### src/rtl/traffic_gen_mp.sv
// Multi-packet wormhole traffic generator: emits head/body/tail packets on a
// valid/ready flit stream with programmable length, destination and gap.
module traffic_gen_mp #(
    parameter int FLIT_W   = 34,
    parameter int ADDR_W   = 8,
    parameter int MAX_BODY = 8,
    parameter int SEQ_W    = 16,
    parameter int GAP_W    = 8,
    localparam int BW      = $clog2(MAX_BODY + 1)
) (
    input  logic              clk,
    input  logic              reset_n,
    input  logic              i_start,
    input  logic              i_stop,
    input  logic [SEQ_W-1:0]  i_num_pkts,
    input  logic [BW-1:0]     i_body_len,
    input  logic [ADDR_W-1:0] i_dest,
    input  logic [GAP_W-1:0]  i_gap,
    output logic [FLIT_W-1:0] o_flit,
    output logic              o_valid,
    input  logic              i_ready,
    output logic              o_busy,
    output logic              o_done,
    output logic [SEQ_W-1:0]  o_pkts_sent,
    output logic [31:0]       o_flits_sent
);
    localparam int PAY_W = FLIT_W - 3;

    typedef enum logic [2:0] {S_IDLE, S_HEAD, S_BODY, S_TAIL, S_GAP, S_DONE} state_t;

    state_t             state, state_nxt;
    logic [SEQ_W-1:0]   num_pkts_q;
    logic [BW-1:0]      body_len_q;
    logic [ADDR_W-1:0]  dest_q;
    logic [GAP_W-1:0]   gap_q;
    logic [SEQ_W-1:0]   seq;
    logic [SEQ_W-1:0]   pkts_sent;
    logic [31:0]        flits_sent;
    logic [BW-1:0]      idx;
    logic [GAP_W-1:0]   gap_cnt;
    logic               stop_flag;

    logic               start_ok, xfer, stop_eff, last_pkt, body_last;
    logic [BW-1:0]      body_clamp;
    logic [1:0]         flit_type;
    logic [ADDR_W-1:0]  field;

    assign start_ok   = i_start && (state == S_IDLE || state == S_DONE);
    assign xfer       = o_valid && i_ready;
    // A stop raised in the same cycle as the deciding tail/gap cycle still counts.
    assign stop_eff   = stop_flag || i_stop;
    assign last_pkt   = (num_pkts_q != '0) && ((pkts_sent + SEQ_W'(1)) == num_pkts_q);
    assign body_last  = (idx == body_len_q - BW'(1));
    assign body_clamp = (i_body_len > BW'(MAX_BODY)) ? BW'(MAX_BODY) : i_body_len;

    assign o_valid      = (state == S_HEAD) || (state == S_BODY) || (state == S_TAIL);
    assign o_busy       = o_valid || (state == S_GAP);
    assign o_done       = (state == S_DONE);
    assign o_pkts_sent  = pkts_sent;
    assign o_flits_sent = flits_sent;

    always_comb begin
        state_nxt = state;
        case (state)
            S_IDLE, S_DONE: if (i_start) state_nxt = S_HEAD;
            S_HEAD: if (xfer) state_nxt = (body_len_q == '0) ? S_TAIL : S_BODY;
            S_BODY: if (xfer && body_last) state_nxt = S_TAIL;
            S_TAIL: begin
                if (xfer) begin
                    if (stop_eff || last_pkt) state_nxt = S_DONE;
                    else if (gap_q == '0)     state_nxt = S_HEAD;
                    else                      state_nxt = S_GAP;
                end
            end
            S_GAP: begin
                if (stop_eff)                   state_nxt = S_DONE;
                else if (gap_cnt == GAP_W'(1))  state_nxt = S_HEAD;
            end
            default: state_nxt = S_IDLE;
        endcase
    end

    // Flit is a pure function of registered state, so it cannot move during a stall.
    always_comb begin
        flit_type = 2'b00;
        field     = '0;
        case (state)
            S_HEAD: begin flit_type = 2'b01; field = dest_q; end
            S_BODY: begin flit_type = 2'b10; field = ADDR_W'(idx); end
            S_TAIL: begin flit_type = 2'b11; field = ADDR_W'(body_len_q) + ADDR_W'(2); end
            default: ;
        endcase
        o_flit = o_valid ? {1'b1, flit_type, PAY_W'({seq, field})} : '0;
    end

    always_ff @(posedge clk or negedge reset_n) begin
        if (!reset_n) begin
            state      <= S_IDLE;
            seq        <= '0;
            pkts_sent  <= '0;
            flits_sent <= '0;
            idx        <= '0;
            gap_cnt    <= '0;
            stop_flag  <= 1'b0;
        end else begin
            state <= state_nxt;
            if (start_ok) begin
                seq        <= '0;
                pkts_sent  <= '0;
                flits_sent <= '0;
                idx        <= '0;
                gap_cnt    <= '0;
                stop_flag  <= 1'b0;
            end else begin
                if (o_busy && i_stop) stop_flag <= 1'b1;
                if (xfer) flits_sent <= flits_sent + 32'd1;
                case (state)
                    S_HEAD: if (xfer) idx <= '0;
                    S_BODY: if (xfer) idx <= idx + BW'(1);
                    S_TAIL: begin
                        if (xfer) begin
                            pkts_sent <= pkts_sent + SEQ_W'(1);
                            seq       <= seq + SEQ_W'(1);
                            gap_cnt   <= gap_q;
                        end
                    end
                    S_GAP:   gap_cnt <= gap_cnt - GAP_W'(1);
                    default: ;
                endcase
            end
        end
    end

    // Run configuration is captured only on an accepted start.
    always_ff @(posedge clk) begin
        if (start_ok) begin
            num_pkts_q <= i_num_pkts;
            body_len_q <= body_clamp;
            dest_q     <= i_dest;
            gap_q      <= i_gap;
        end
    end
endmodule

### config.mk
export PLATFORM = sky130hd
export DESIGN_NAME = traffic_gen_mp
export DESIGN_NICKNAME = d
export VERILOG_FILES = /design/src/rtl/traffic_gen_mp.sv
export SDC_FILE = /design/constraint.sdc
export NUM_CORES = 1
export LEC_CHECK = 0
export ABC_AREA = 0
export CAP_MARGIN = 5
export CELL_PAD_IN_SITES_DETAIL_PLACEMENT = 0
export CELL_PAD_IN_SITES_GLOBAL_PLACEMENT = 1
export CORE_MARGIN = 10
export CORE_UTILIZATION = 28
export DETAILED_ROUTE_END_ITERATION = 8
export PLACE_DENSITY_LB_ADDON = 0.1
export SLEW_MARGIN = 15
export SYNTH_ARGS = -nofsm -noshare
export SYNTH_HDL_FRONTEND = slang
export SYNTH_SLANG_ARGS = --single-unit
### constraint.sdc
create_clock -name clk -period 2.56 [get_ports clk]
set_input_delay 0.384 -clock clk [delete_from_list [all_inputs] [get_ports clk]]
set_output_delay 0.384 -clock clk [all_outputs]
set_load 0.02 [all_outputs]
==> flow_results.org <==
** Hold path
- Worst min-delay path category :: in -> async

** Finish
- Fraction of final layout cells sized beyond drive strength 1 :: 13.8%
- Net count reported at finish :: 881
- Area Growth Syn to Fin :: 38.6%
- Once layout is complete, the cells apart from fillers number 1128.
- The repair_antennas step left the layout with diodes totalling 0.

** Power and ir drop
- For this design the static power due to leakage is 3.61 nW.
- Peak supply drop :: 399 uV
- Overall power consumption after layout is estimated at 7.86 mW.
- Power per Cell Area :: 876 nW/um^2

** Critical path
- In this run the worst setup path terminates at o_done.
- The setup check on the worst reg-to-reg path leaves a slack of 0.16 ns.
- Required @ worst endpoint :: 2.18 ns
- Worst R2R Start :: o_pkts_sent[3]
- Reg2reg path depth :: 7
- Critical path class :: reg -> out
- Worst setup EP type :: primary output
- STA puts the critical path data arrival time at 2.09 ns.
- Critical Path Source :: state[0]
- STA classifies the critical path startpoint as a flop.
- In this run the worst path has a maximum fanout of 7.
- The endpoint identified for the worst register-to-register timing path is state[2].

** Floorplanning
- Die Height :: 172 um
- Horizontal extent of the die :: 172 um
- Total die area :: 29600 sq um
- In this run the count of I/O pins placed on the die edge is 126.
- In this run the standard cell core region covers 22700 sq um.
- Row Count :: 55
- Effective utilization at floorplan :: 28.5%

** Place
- Final HPWL from detailed placement :: 14300 um
- Counting tap cells, the placed design contains a total of 1095 instances.
- OpenSTA, run right after detailed placement, puts the worst setup slack at -0.0941 ns.
- Number of buffers inserted by port buffering :: 118
- The congestion estimate from routability-driven global placement came to 0.845.

** Routing
- Number of search-and-repair iterations in the first detailed-routing pass :: 5
- Dividing the detail-routed via count by the number of cells gives 4.91.
- Routed wire length :: 19400 um
- After the first detailed-routing iteration, the DRC count stood at 250.
- The routed layout has 5533 vias.
- The count of nets left with antenna violations once routing finished came out at 0.
- After detailed routing, the number of remaining DRC violations is 0.
- Routed wire length per instance :: 17.2 um

** Clocking
- The clock net in this run drives a total of 116 sinks.
- Number of setup buffers added after CTS :: 0
- Clk pin slew, worst setup/hold paths :: 0.06 ns
- Clock root buffer :: sky130_fd_sc_hd__clkbuf_16
- For the worst-skew pair, the clock arrives at the later sink with an insertion delay of 0.42 ns.
- The H-tree generated during clock tree synthesis spans 4 levels.
- Clock tree from TritonCTS :: built
- Buffers inserted during clock tree synthesis total 17.
- Max Buffers Root-to-Sink :: 2

** Timing
- Max Fclk :: 405 MHz
- Worst Setup Slack, final :: 0.0909 ns
- The worst pin sits at a relative slew slack of 52.2%.
- Worst slew pin tran :: 0.715 ns
- Worst clock skew on the final layout :: 0.0102 ns
- Final-report setup violation count :: 0
- Final clock period utilization by the worst path :: 96.4%
- Time the final worst path needs with I/O delays and setup :: 2.47 ns
- Setup repair after global routing left no endpoint under its margin.
- Fin. Hold Viols :: 0
- The number of pins with negative max-slew slack in the final report is 0.

** Global routing
- The number of global-route vias before repair is 5752.
- Number of antenna violations at the first check in global routing :: 0
- Largest net degree at the start of global routing :: 47
- Wire length of the first global-routing pass :: 31300 um
- Total global routing overflow :: 0
- Total routing resource utilization after global routing :: 13.4%

** Yosys
- Fraction of the yosys area taken by sequential cells :: 47.6%
- In this run, distinct cell masters in the synthesized netlist total 65.
- Cell taking the most area after synthesis :: sky130_fd_sc_hd__dfrtp_1
- Proportion of register bits with asynchronous set or reset after synthesis :: 69.0%
- Ranked by total cell area, the synthesized netlist is headed by sky130_fd_sc_hd__dfrtp_1, sky130_fd_sc_hd__edfxtp_1, sky130_fd_sc_hd__xnor2_1, sky130_fd_sc_hd__nor2_1, sky130_fd_sc_hd__o21ai_0.
- The average instance in the mapped netlist occupies 9.62 sq um.
- Count of mapped cells out of synthesis :: 673
- Number of warnings printed during yosys synthesis :: 0
- Number of enable flip-flop cells after synthesis :: 36
- Among all flip-flop cells after synthesis, the most frequent one is sky130_fd_sc_hd__dfrtp_1.
- #FFs+latches synth :: 116
- Portion of synthesized cell area occupied by the leading cell type :: 30.9%
- The synthesized netlist occupies a cell area of 6470 sq um.

** Run
- Number of max-cap violations :: 0

** Run status
- The flow ran to the end, and the final reports show no timing, DRC or antenna violations.
==> power by group <==
group | internal (mW) | switching (mW) | total, mW | leakage (nW)
Combinational | 1.07 | 1.53 | 2.60 | 1.86
Clock | 1.83 | 0.903 | 2.73 | 0.333
Sequential | 2.24 | 0.293 | 2.53 | 1.41
Total | 5.13 | 2.73 | 7.86 | 3.61
==> stage by stage <==
step                utilization [%]  instance area, sq um  hold slack (ns)  TNS, ns
floorplan                         -                  6500           0.0884        0
global placement               36.4                  8270            0.411   -0.294
detailed placement             36.4                  8270            0.408    -1.31
CTS                            39.4                  8940            0.493        0
global route                   39.5                  8970            0.492        0
finish                         39.5                  8970            0.498        0
==> layer usage <==
metal / wire (um) / global-route usage [%] / part of all wire (%) / vias up
met2: 9210 / 21.7 / 47 / 126
met3: 1310 / 4.67 / 6.8 / 14
li1: - / - / - / 2696
met4: 174 / 3.15 / 0.90 / 0
met5: 0 / 0 / 0 / -
met1: 8730 / 16.7 / 45 / 2697
==> cell usage in the layout, fill, tap and decap left out, drive strengths merged, types with 5 or more instances in the layout <==
master / count
nor3: 24
xnor2: 52
nand4: 12
buf: 56
dfrtp: 80
nor4: 27
nor2b: 24
conb: 7
nor3b: 5
and4: 9
o31ai: 6
edfxtp: 36
clkdlybuf4s50: 90
nand2b: 6
o21ai: 52
or3: 9
clkbuf: 24
inv: 20
dlygate4sd2: 23
nor2: 83
and3: 11
nand3: 22
a21oi: 27
xor2: 14
ha: 10
and2: 7
a22oi: 5
nand2: 44
==> cells by family (layout without fill, tap and decap cells) <==
family          Yosys count  count (layout)  share of synthesized area, %
simple gates            291             291                          23.9
buf+inv                  60             224                          4.47
fa+ha+maj                10              10                          1.93
mux                       5               5                         0.851
flops                   116             116                          47.6
xor+xnor                 66              66                          8.93
other cells               1               7                        0.0579
compound gates          124             124                          12.3
==> cells in the mapped netlist (6+ instances only) <==
library cell / instances
sky130_fd_sc_hd__inv_1: 18
sky130_fd_sc_hd__clkbuf_1: 22
sky130_fd_sc_hd__xnor2_1: 52
sky130_fd_sc_hd__o21ai_0: 52
sky130_fd_sc_hd__a21oi_1: 26
sky130_fd_sc_hd__o31ai_1: 6
sky130_fd_sc_hd__nor2b_1: 24
sky130_fd_sc_hd__nand4_1: 12
sky130_fd_sc_hd__ha_1: 10
sky130_fd_sc_hd__nor4_1: 19
sky130_fd_sc_hd__nor4_2: 8
sky130_fd_sc_hd__or3_1: 9
sky130_fd_sc_hd__nand2_1: 44
sky130_fd_sc_hd__and4_1: 8
sky130_fd_sc_hd__and3_1: 11
sky130_fd_sc_hd__xor2_1: 14
sky130_fd_sc_hd__and2_1: 7
sky130_fd_sc_hd__nand2b_1: 6
sky130_fd_sc_hd__nor3_1: 24
sky130_fd_sc_hd__buf_4: 11
sky130_fd_sc_hd__nand3_1: 21
sky130_fd_sc_hd__edfxtp_1: 36
sky130_fd_sc_hd__dfrtp_1: 80
sky130_fd_sc_hd__nor2_1: 83
==> worst min-delay path by stage <==
stage                    from  slack [ns]    endpoint
finish                reset_n        0.50     seq[10]
global route        i_dest[4]        0.49   dest_q[4]
CTS                 i_dest[0]        0.49   dest_q[0]
detailed placement    reset_n        0.41     seq[10]
global placement      reset_n        0.41     seq[10]
floorplan             reset_n        0.09  gap_cnt[0]
==> worst max-delay path, stage by stage, from the launching register on <==
cell and delay [ns]:
sky130_fd_sc_hd__dfrtp_2 0.43, sky130_fd_sc_hd__buf_4 0.18, sky130_fd_sc_hd__nor2b_2 0.27, sky130_fd_sc_hd__and2_1 0.17, sky130_fd_sc_hd__clkdlybuf4s50_1 0.62
==> state kept, by name, indices dropped and copies added (netlist names), 3 cells and up <==
register and flops:
idx 4, body_len_q 4, gap_q 8, seq 16, state 3, gap_cnt 8
o_flits_sent 32, dest_q 8, o_pkts_sent 16, num_pkts_q 16
==> timing repair <==
| action | in CTS | in global routing |
|---|---|---|
| pin swaps | 0 | 0 |
| setup endpoints to repair | 28 | 7 |
| hold buffers | 1 | 0 |
| resized for setup | 26 | 9 |
| hold endpoints to repair | 35 | 0 |
==> final cells by class <==
cell class / count / area (sq um)
fill: 2265 / 13700
clock inverter: 8 / 126
sequential: 116 / 3090
multi-input combinational: 503 / 3150
clock buffer: 24 / 558
timing repair buffer: 174 / 1620
tap: 285 / 357
inverter: 18 / 67.6
Note: power is estimated with default switching activity, not from simulation.
